`config.mk`:
```
export PLATFORM = sky130hd
export DESIGN_NAME = z16_prog_loader_flat
export DESIGN_NICKNAME = d
export VERILOG_FILES = /design/src/rtl/z16_prog_loader_if.sv /design/src/rtl/z16_prog_loader.sv /design/src/flat_wrapper.sv
export SDC_FILE = /design/constraint.sdc
export NUM_CORES = 1
export LEC_CHECK = 0
export BUFFER_PORTS_ARGS = -buffer_cell sky130_fd_sc_hd__buf_2
export CORE_ASPECT_RATIO = 0.8
export CORE_MARGIN = 5
export CORE_UTILIZATION = 50
export DETAILED_ROUTE_END_ITERATION = 8
export GPL_TIMING_DRIVEN = 0
export PLACE_DENSITY = 0.67
export RECOVER_POWER = 50
export SYNTH_ARGS = -nofsm -noshare
export SYNTH_HDL_FRONTEND = slang
export SYNTH_SLANG_ARGS = --single-unit
```
`constraint.sdc`:
```
create_clock -name i_clk -period 3.2 [get_ports i_clk]
set_input_delay 0.64 -clock i_clk [delete_from_list [all_inputs] [get_ports i_clk]]
set_output_delay 0.64 -clock i_clk [all_outputs]
set_load 0.02 [all_outputs]
```
`src/rtl/z16_prog_loader_if.sv`:
```
// z16_prog_loader_if: byte-stream input and instruction-memory/CPU-control outputs of the program loader.
interface z16_prog_loader_if;
    logic        rx_valid;
    logic [7:0]  rx_data;
    logic        rx_ready;
    logic [15:0] imem_addr;
    logic [15:0] imem_wdata;
    logic        imem_wen;
    logic        cpu_rst;
    logic        done;
    logic        err;
    modport master (
        output rx_valid, rx_data,
        input  rx_ready, imem_addr, imem_wdata, imem_wen, cpu_rst, done, err
    );
    modport slave (
        input  rx_valid, rx_data,
        output rx_ready, imem_addr, imem_wdata, imem_wen, cpu_rst, done, err
    );
endinterface

```
`src/rtl/z16_prog_loader.sv`:
```
// z16_prog_loader: parses a framed byte stream into instruction-memory writes and holds the CPU in reset until a valid frame lands.
module z16_prog_loader #(
    parameter int         MAX_WORDS = 256,
    parameter logic [7:0] SYNC_BYTE = 8'hA5
) (
    input logic              i_clk,
    input logic              i_rst,
    z16_prog_loader_if.slave bus
);
    localparam logic [2:0] SYNC    = 3'd0;
    localparam logic [2:0] LEN_LO  = 3'd1;
    localparam logic [2:0] LEN_HI  = 3'd2;
    localparam logic [2:0] DATA_LO = 3'd3;
    localparam logic [2:0] DATA_HI = 3'd4;
    localparam logic [2:0] CSUM    = 3'd5;
    localparam logic [2:0] DONE    = 3'd6;
    localparam logic [2:0] ERR     = 3'd7;
    localparam logic [15:0] MAX_LEN = 16'(MAX_WORDS);

    logic [2:0]  state_q, state_d;
    logic [15:0] len_q, len_d, cnt_q, cnt_d, addr_q, addr_d, wdata_q, wdata_d;
    logic [7:0]  lo_q, lo_d, csum_q, csum_d;
    logic        ready_q, wen_q, wen_d, cpu_rst_q, cpu_rst_d, done_q, done_d, err_q, err_d;
    logic        acc;
    logic [7:0]  b;
    logic [15:0] new_len, cnt_inc;

    assign acc     = bus.rx_valid & ready_q;
    assign b       = bus.rx_data;
    assign new_len = {b, len_q[7:0]};
    assign cnt_inc = cnt_q + 16'd1;

    always_comb begin
        state_d   = state_q;
        len_d     = len_q;
        lo_d      = lo_q;
        cnt_d     = cnt_q;
        csum_d    = csum_q;
        addr_d    = addr_q;
        wdata_d   = wdata_q;
        wen_d     = 1'b0;
        cpu_rst_d = cpu_rst_q;
        done_d    = done_q;
        err_d     = err_q;
        if (acc) begin
            case (state_q)
                SYNC, DONE, ERR: if (b == SYNC_BYTE) begin
                    state_d   = LEN_LO;
                    csum_d    = 8'd0;
                    cnt_d     = 16'd0;
                    cpu_rst_d = 1'b1;
                    done_d    = 1'b0;
                    err_d     = 1'b0;
                end
                LEN_LO: begin
                    len_d[7:0] = b;
                    state_d    = LEN_HI;
                end
                LEN_HI: begin
                    len_d[15:8] = b;
                    state_d     = (new_len > MAX_LEN) ? ERR : (new_len == 16'd0) ? CSUM : DATA_LO;
                    err_d       = new_len > MAX_LEN;
                end
                DATA_LO: begin
                    lo_d    = b;
                    csum_d  = csum_q + b;
                    state_d = DATA_HI;
                end
                DATA_HI: begin
                    csum_d  = csum_q + b;
                    wen_d   = 1'b1;
                    addr_d  = {cnt_q[14:0], 1'b0};
                    wdata_d = {b, lo_q};
                    cnt_d   = cnt_inc;
                    state_d = (cnt_inc == len_q) ? CSUM : DATA_LO;
                end
                CSUM: begin
                    state_d   = (b == csum_q) ? DONE : ERR;
                    done_d    = b == csum_q;
                    err_d     = b != csum_q;
                    cpu_rst_d = b != csum_q;
                end
                default: ;
            endcase
        end
    end

    always_ff @(posedge i_clk) begin
        if (i_rst) begin
            state_q   <= SYNC;
            len_q     <= 16'd0;
            lo_q      <= 8'd0;
            cnt_q     <= 16'd0;
            csum_q    <= 8'd0;
            addr_q    <= 16'd0;
            wdata_q   <= 16'd0;
            wen_q     <= 1'b0;
            ready_q   <= 1'b0;
            cpu_rst_q <= 1'b1;
            done_q    <= 1'b0;
            err_q     <= 1'b0;
        end else begin
            state_q   <= state_d;
            len_q     <= len_d;
            lo_q      <= lo_d;
            cnt_q     <= cnt_d;
            csum_q    <= csum_d;
            addr_q    <= addr_d;
            wdata_q   <= wdata_d;
            wen_q     <= wen_d;
            ready_q   <= 1'b1;
            cpu_rst_q <= cpu_rst_d;
            done_q    <= done_d;
            err_q     <= err_d;
        end
    end

    assign bus.rx_ready   = ready_q;
    assign bus.imem_addr  = addr_q;
    assign bus.imem_wdata = wdata_q;
    assign bus.imem_wen   = wen_q;
    assign bus.cpu_rst    = cpu_rst_q;
    assign bus.done       = done_q;
    assign bus.err        = err_q;
endmodule

```
`src/flat_wrapper.sv`:
```
// flat-port wrapper written by rule: the top's interface ports become plain ports
module z16_prog_loader_flat 
#(
    parameter int         MAX_WORDS = 256,
    parameter logic [7:0] SYNC_BYTE = 8'hA5
)
  (i_clk, i_rst, bus_rx_valid, bus_rx_data, bus_rx_ready, bus_imem_addr, bus_imem_wdata, bus_imem_wen, bus_cpu_rst, bus_done, bus_err);
  z16_prog_loader_if bus_i ();
  input logic i_clk;
  input logic i_rst;
  input wire logic [$bits(bus_i.rx_valid)-1:0] bus_rx_valid;
  input wire logic [$bits(bus_i.rx_data)-1:0] bus_rx_data;
  output wire logic [$bits(bus_i.rx_ready)-1:0] bus_rx_ready;
  output wire logic [$bits(bus_i.imem_addr)-1:0] bus_imem_addr;
  output wire logic [$bits(bus_i.imem_wdata)-1:0] bus_imem_wdata;
  output wire logic [$bits(bus_i.imem_wen)-1:0] bus_imem_wen;
  output wire logic [$bits(bus_i.cpu_rst)-1:0] bus_cpu_rst;
  output wire logic [$bits(bus_i.done)-1:0] bus_done;
  output wire logic [$bits(bus_i.err)-1:0] bus_err;
  assign bus_i.rx_valid = bus_rx_valid;
  assign bus_i.rx_data = bus_rx_data;
  assign bus_rx_ready = bus_i.rx_ready;
  assign bus_imem_addr = bus_i.imem_addr;
  assign bus_imem_wdata = bus_i.imem_wdata;
  assign bus_imem_wen = bus_i.imem_wen;
  assign bus_cpu_rst = bus_i.cpu_rst;
  assign bus_done = bus_i.done;
  assign bus_err = bus_i.err;
  z16_prog_loader #(.MAX_WORDS(MAX_WORDS), .SYNC_BYTE(SYNC_BYTE)) u_core (.i_clk(i_clk), .i_rst(i_rst), .bus(bus_i));
endmodule
```
==> results of run 1 <==
-- state kept, by name, summed over array words and instances, names as in the netlist --
| name | count |
|---|---|
| u_core.bus.err | 1 |
| u_core.bus.rx_ready | 1 |
| u_core.csum_q | 8 |
| u_core.len_q | 16 |
| u_core.bus.imem_wen | 1 |
| u_core.bus.imem_addr | 15 |
| u_core.lo_q | 8 |
| u_core.cnt_q | 16 |
| u_core.bus.cpu_rst | 1 |
| u_core.bus.imem_wdata | 16 |
| u_core.bus.done | 1 |
| u_core.state_q | 3 |
-- final timing paths --
path	startpoint	to	slack, ns	cells after the start
setup / recovery	u_core.cnt_q[1]$_SDFFE_PP0P_	u_core.state_q[2]$_SDFFE_PP0P_	0.34	8
hold / removal	u_core.bus.imem_addr[10]$_SDFFE_PP0P_	u_core.bus.imem_addr[10]$_SDFFE_PP0P_	0.46	2
setup reg to reg	u_core.cnt_q[1]$_SDFFE_PP0P_	u_core.state_q[2]$_SDFFE_PP0P_	0.34	8
hold reg to reg	u_core.bus.imem_addr[10]$_SDFFE_PP0P_	u_core.bus.imem_addr[10]$_SDFFE_PP0P_	0.46	2
-- per-stage QoR --
step	util, %	hold WS [ns]	instance area [sq um]	std cells	power [W]
global placement	55.14	0.4400	4657	684	0.001175
global route	56.71	0.4818	4790	700	0.001958
detailed placement	55.14	0.4439	4657	684	0.001176
floorplan	-	0.4312	4297	528	0.001144
finish	56.71	0.4573	4790	700	0.001891
CTS	57.27	0.4570	4837	700	0.001908
-- synth_stat cells, types with 2 or more instances --
cell        n  area, sq um
o31ai_1     4        30.03
xor2_1      8        70.07
buf_4       3        22.52
nor3_1     11        55.05
inv_1       8        30.03
nand3_1    11        55.05
buf_2      10        50.05
a211oi_1    2        15.01
o211ai_1    2        15.01
nor4_1      7        43.79
nand2_1    84        315.3
nor2_1     66        247.7
mux2i_1    25        250.2
ha_1        8        100.1
nand4b_1    2        17.52
o21ai_0    20        100.1
clkbuf_1   24        90.09
dfxtp_1    87         1742
nor4b_1     2        17.52
or4_4       3        33.78
a21o_1      2        15.01
a311oi_1    3        26.28
nand2b_1    4        25.02
and3_1      6        37.54
buf_1       2        7.510
nand3b_1    3        22.52
a21oi_1    55        275.3
a31oi_1     3        18.77
o2111ai_1   3        26.28
nand3_2     2        20.02
nand4_1     4        25.02
xnor2_1    22        192.7
a21oi_2     2        17.52
a22oi_1     7        52.55
-- layout make-up --
type | count | area share (%)
well taps | 112 | 2.926
plain buffers | 39 | 3.527
clock inverters | 6 | 1.097
repair buffers | 44 | 3.631
inverters | 8 | 0.6270
multi-input cells | 394 | 49.16
flip-flops and latches | 87 | 36.36
clock buffers | 10 | 2.665
-- metal layers --
layer	GRT usage (%)	up-vias	part of all wire, %
met5	0	-	0
met4	6.306	0	1.4
met3	6.140	20	8.4
met2	30.59	165	42
met1	30.86	1834	48
li1	-	1941	-
-- critical path: cells and delay by family, from the launching register on --
family	cells	cell delay, ns
simple gates	4	1.27
fa+ha+maj	1	0.32
compound gates	3	0.74
flops	1	0.48
-- cells by family (layout without fill, tap and decap cells) --
kind of cell | after synthesis | after routing
multiplexers | 25 | 25
other | 1 | 1
flip-flops | 87 | 87
AND/OR/NAND/NOR | 216 | 216
XOR/XNOR | 30 | 30
adder cells (fa/ha/maj) | 9 | 9
AO/OA/AOI/OAI | 113 | 113
buffers and inverters | 47 | 107
-- power by group --
| part | internal [W] | switching [W] | total, W |
|---|---|---|---|
| combinational | 0.0000164 | 0.0000517 | 0.0000681 |
| clock | 0.000295 | 0.000445 | 0.000740 |
| sequential | 0.00108 | 0.000000451 | 0.00108 |
==> results.json, run 1 <==
{
  "status": "finished, final reports clean",
  "cts_max_level": 3,
  "crit_path_start_kind": "register",
  "die_area_sq_um": 10560,
  "drv_slew": 0,
  "ys_types": 57,
  "fp.dieW_um": 113.6,
  "drc": 0,
  "synthesis.area_sq_um": 4297,
  "synth_ff_type": "dfxtp_1",
  "max_freq_ghz": 0.3494,
  "finalHoldViolCount": 0,
  "hold_class": "reg -> reg",
  "place.gp.congestion": 0.9082,
  "synthAdderAreaFrac_pct": 2.796,
  "antenna_found_initial": 0,
  "wirelength_um": 11440,
  "antenna_cells": 0,
  "path_class": "reg -> reg",
  "dpl.hpwl_um": 8046,
  "critical_path_peak_fanout": 10,
  "post_cts_buffers": 0,
  "grt_pass1_vias": 3438,
  "cts_tree": "done",
  "yosys.area_share.xor_xnor_pct": 6.115,
  "clk_latency_ns": 0.37,
  "io_buffers": 44,
  "synthCells": 528,
  "io_pins": 48,
  "yosys_warnings": 0,
  "grt_overflow": 0,
  "viasPerCell": 5.657,
  "tns_ns": 0,
  "root_buffer": "clkbuf_8",
  "synth_compound_area_share_pct": 16.37,
  "drt_iter0_markers": 343,
  "synth_top_family_by_area": "simple AND/OR/NAND/NOR gates",
  "final_nets": 603,
  "p_per_area_nw_per_um2": 394.8,
  "synth_area_per_cell_sq_um": 8.138,
  "postRouteAntennaNets": 0,
  "coreArea_sq_um": 8446,
  "regArea_sq_um": 1742,
  "setup_violations": 0,
  "cts_buffers": 9,
  "p_leak_nw": 1.677,
  "period_share_pct": 89.43,
  "final_cell_mix": "dfxtp_1, nand2_1, nor2_1, clkbuf_1, a21oi_1",
  "final_layout_size_suffix_gt1_share_pct": 8.503,
  "slew_headroom_pct": 47.81,
  "track_usage_pct": 21.36,
  "path_cells": "ha_1, nand3_2, nor4_1, nand3b_1, o31ai_1, o2111ai_1, o41ai_1, and3_1",
  "place_ws_ns": 0.3497,
  "endpoint_kind": "register",
  "fin_ws_ns": 0.3382,
  "start_util_pct": 50.87,
  "vdd_drop_max_mv": 0.2135,
  "grt_pass1_wl_um": 17770,
  "syn_to_final_growth_pct": 11.47,
  "drt-pass1-iter-count": 5,
  "rows": 30,
  "synth.mux.area_fraction_pct": 5.824,
  "via_count": 3960,
  "drv_cap": 0,
  "ys_seq_area_share_pct": 40.54,
  "clockBufferDepth": 2,
  "async_flop_share_pct": 0,
  "clock-sinks": 87,
  "min_period_ns": 2.862,
  "multiInputGateArea_sq_um": 2355,
  "synth-edff-count": 0,
  "synth-seq-cells": 87,
  "worstMarginPinSlew_ns": 0.7747,
  "mostFrequentLayoutCell": "dfxtp_1",
  "max_stage_delay_ns": 0.66,
  "clk_pin_slew_ns": 0.09,
  "synthSimpleGateAreaFrac_pct": 23.62,
  "worstPathRequired_ns": 3.52,
  "detail_route.wl_per_cell_um": 16.34,
  "fin_worst_skew_ns": 0.008732,
  "cts_resized": 0,
  "rsz0062_at_grt": "false",
  "cts_hold_buf": 0,
  "fill_cells": 836,
  "syn-num-nets": 548,
  "fp.dieH_um": 92.92,
  "grt_max_degree": 17,
  "arrival_ns": 3.18,
  "slowest_stage": "nor4_1"
}
Note: power is estimated with default switching activity, not from simulation.
==> run 2: changes to the inputs <==
--- a/config.mk
+++ b/config.mk
@@ -12,7 +12,7 @@
 export DETAILED_ROUTE_END_ITERATION = 8
 export GPL_TIMING_DRIVEN = 0
 export PLACE_DENSITY = 0.67
-export RECOVER_POWER = 50
+export RECOVER_POWER = 25
 export SYNTH_ARGS = -nofsm -noshare
 export SYNTH_HDL_FRONTEND = slang
 export SYNTH_SLANG_ARGS = --single-unit
==> run 2 against run 1 <==
Effect of this change:
- combinational power about the same
- setup slack improved by 0.0063 ns
- die area unchanged
- power decreased by 0.19%
- critical path type unchanged
- critical path depth unchanged
==> results.json, run 2 (synthesized netlist as in run 1, its figures left out) <==
{
  "final_cell_area_sq_um": 4801,
  "critical_path_peak_fanout": 10,
  "drv_slew": 0,
  "grt_max_degree": 17,
  "place_ws_ns": 0.3497,
  "setup_violations": 0,
  "antenna_cells": 0,
  "track_usage_pct": 21.36,
  "drt_iter0_markers": 340,
  "slew_headroom_pct": 48.08,
  "start_util_pct": 50.87,
  "clock-sinks": 87,
  "hold_class": "reg -> reg",
  "whs_path_depth": 2,
  "io_pins": 48,
  "antenna_found_initial": 0,
  "cts_max_level": 3,
  "viasPerCell": 5.666,
  "clockBufferDepth": 2,
  "detail_route.wl_per_cell_um": 16.27,
  "crit_path_start_kind": "register",
  "p_leak_nw": 1.715,
  "postRouteAntennaNets": 0,
  "max_freq_ghz": 0.3502,
  "mostFrequentLayoutCell": "dfxtp_1",
  "fin_ws_ns": 0.3445,
  "post_cts_buffers": 0,
  "root_buffer": "clkbuf_8",
  "cts_resized": 0,
  "grt_overflow": 0,
  "drt-pass1-iter-count": 5,
  "status": "finished, final reports clean",
  "rows": 30,
  "min_period_ns": 2.856,
  "grt_pass1_wl_um": 17770,
  "via_count": 3966,
  "grt_pass1_vias": 3438,
  "finalHoldViolCount": 0,
  "final_nets": 603,
  "fin_worst_skew_ns": 0.007829,
  "p_per_area_nw_per_um2": 393.1,
  "path_class": "reg -> reg",
  "io_buffers": 44,
  "final_layout_size_suffix_gt1_share_pct": 10.03,
  "vdd_drop_max_mv": 0.2169,
  "clk_latency_ns": 0.37,
  "worstMarginPinSlew_ns": 0.7707,
  "die_area_sq_um": 10560,
  "period_share_pct": 89.23,
  "clk_pin_slew_ns": 0.09,
  "wirelength_um": 11390,
  "drc": 0,
  "cts_tree": "done",
  "arrival_ns": 3.17,
  "reg2reg_depth": 8,
  "tns_ns": 0,
  "coreArea_sq_um": 8446,
  "endpoint_kind": "register",
  "cts_buffers": 9,
  "placed_area_sq_um": 4657,
  "syn_to_final_growth_pct": 11.74,
  "rsz0062_at_grt": "false",
  "dpl.hpwl_um": 8046,
  "fp.dieW_um": 113.6,
  "worst-r2r-setup-slack_ns": 0.34,
  "cts_hold_buf": 0,
  "final_cell_mix": "dfxtp_1, nand2_1, nor2_1, a21oi_1, clkbuf_1",
  "fp.dieH_um": 92.92,
  "worstPathRequired_ns": 3.51,
  "place.gp.congestion": 0.9082,
  "drv_cap": 0
}
-- run 2: per-stage QoR --
stage                     utilization, %  cells  hold slack (ns)  total power (W)
after detailed placement           55.14    684           0.4439         0.001176
final                              56.84    700           0.4572         0.001887
after floorplan                        -    528           0.4312         0.001144
after CTS                          57.27    700           0.4570         0.001908
after global placement             55.14    684           0.4400         0.001175
after global routing               56.84    700           0.4818         0.001958
-- run 2: worst max-delay path, stage by stage (launching register included) --
cell and delay [ns]:
dfxtp_1 0.48, ha_1 0.32, nand3_2 0.25, nor4_1 0.66, nand3b_1 0.15, o31ai_1 0.14
o2111ai_1 0.23, o41ai_1 0.36, and3_1 0.21
-- run 2: worst paths after layout --
kind / end / start
hold / removal: u_core.bus.imem_addr[10]$_SDFFE_PP0P_ / u_core.bus.imem_addr[10]$_SDFFE_PP0P_
hold reg to reg: u_core.bus.imem_addr[10]$_SDFFE_PP0P_ / u_core.bus.imem_addr[10]$_SDFFE_PP0P_
setup / recovery: u_core.state_q[2]$_SDFFE_PP0P_ / u_core.cnt_q[1]$_SDFFE_PP0P_
setup reg to reg: u_core.state_q[2]$_SDFFE_PP0P_ / u_core.cnt_q[1]$_SDFFE_PP0P_
-- run 2: area by class of cell --
class,count,area (sq um)
Fill cell,834,3645
Clock inverter,6,52.55
Multi-Input combinational cell,394,2355
Inverter,8,30.03
Tap cell,112,140.1
Sequential cell,87,1742
Buffer,39,170.2
Clock buffer,10,127.6
Timing Repair Buffer,44,183.9
-- run 2: where the power goes --
part | total [W] | switching, W | internal, W
logic | 0.0000679 | 0.0000513 | 0.0000166
registers | 0.00108 | 0.000000450 | 0.00108
clock network | 0.000737 | 0.000442 | 0.000295
-- run 2: layer usage --
| metal | up-vias | track usage, % | wire [um] |
|---|---|---|---|
| li1 | 1940 | - | - |
| met1 | 1850 | 30.86 | 5503 |
| met2 | 156 | 30.59 | 4770 |
| met3 | 20 | 6.140 | 936 |
| met4 | 0 | 6.306 | 175 |
| met5 | - | 0 | 0 |
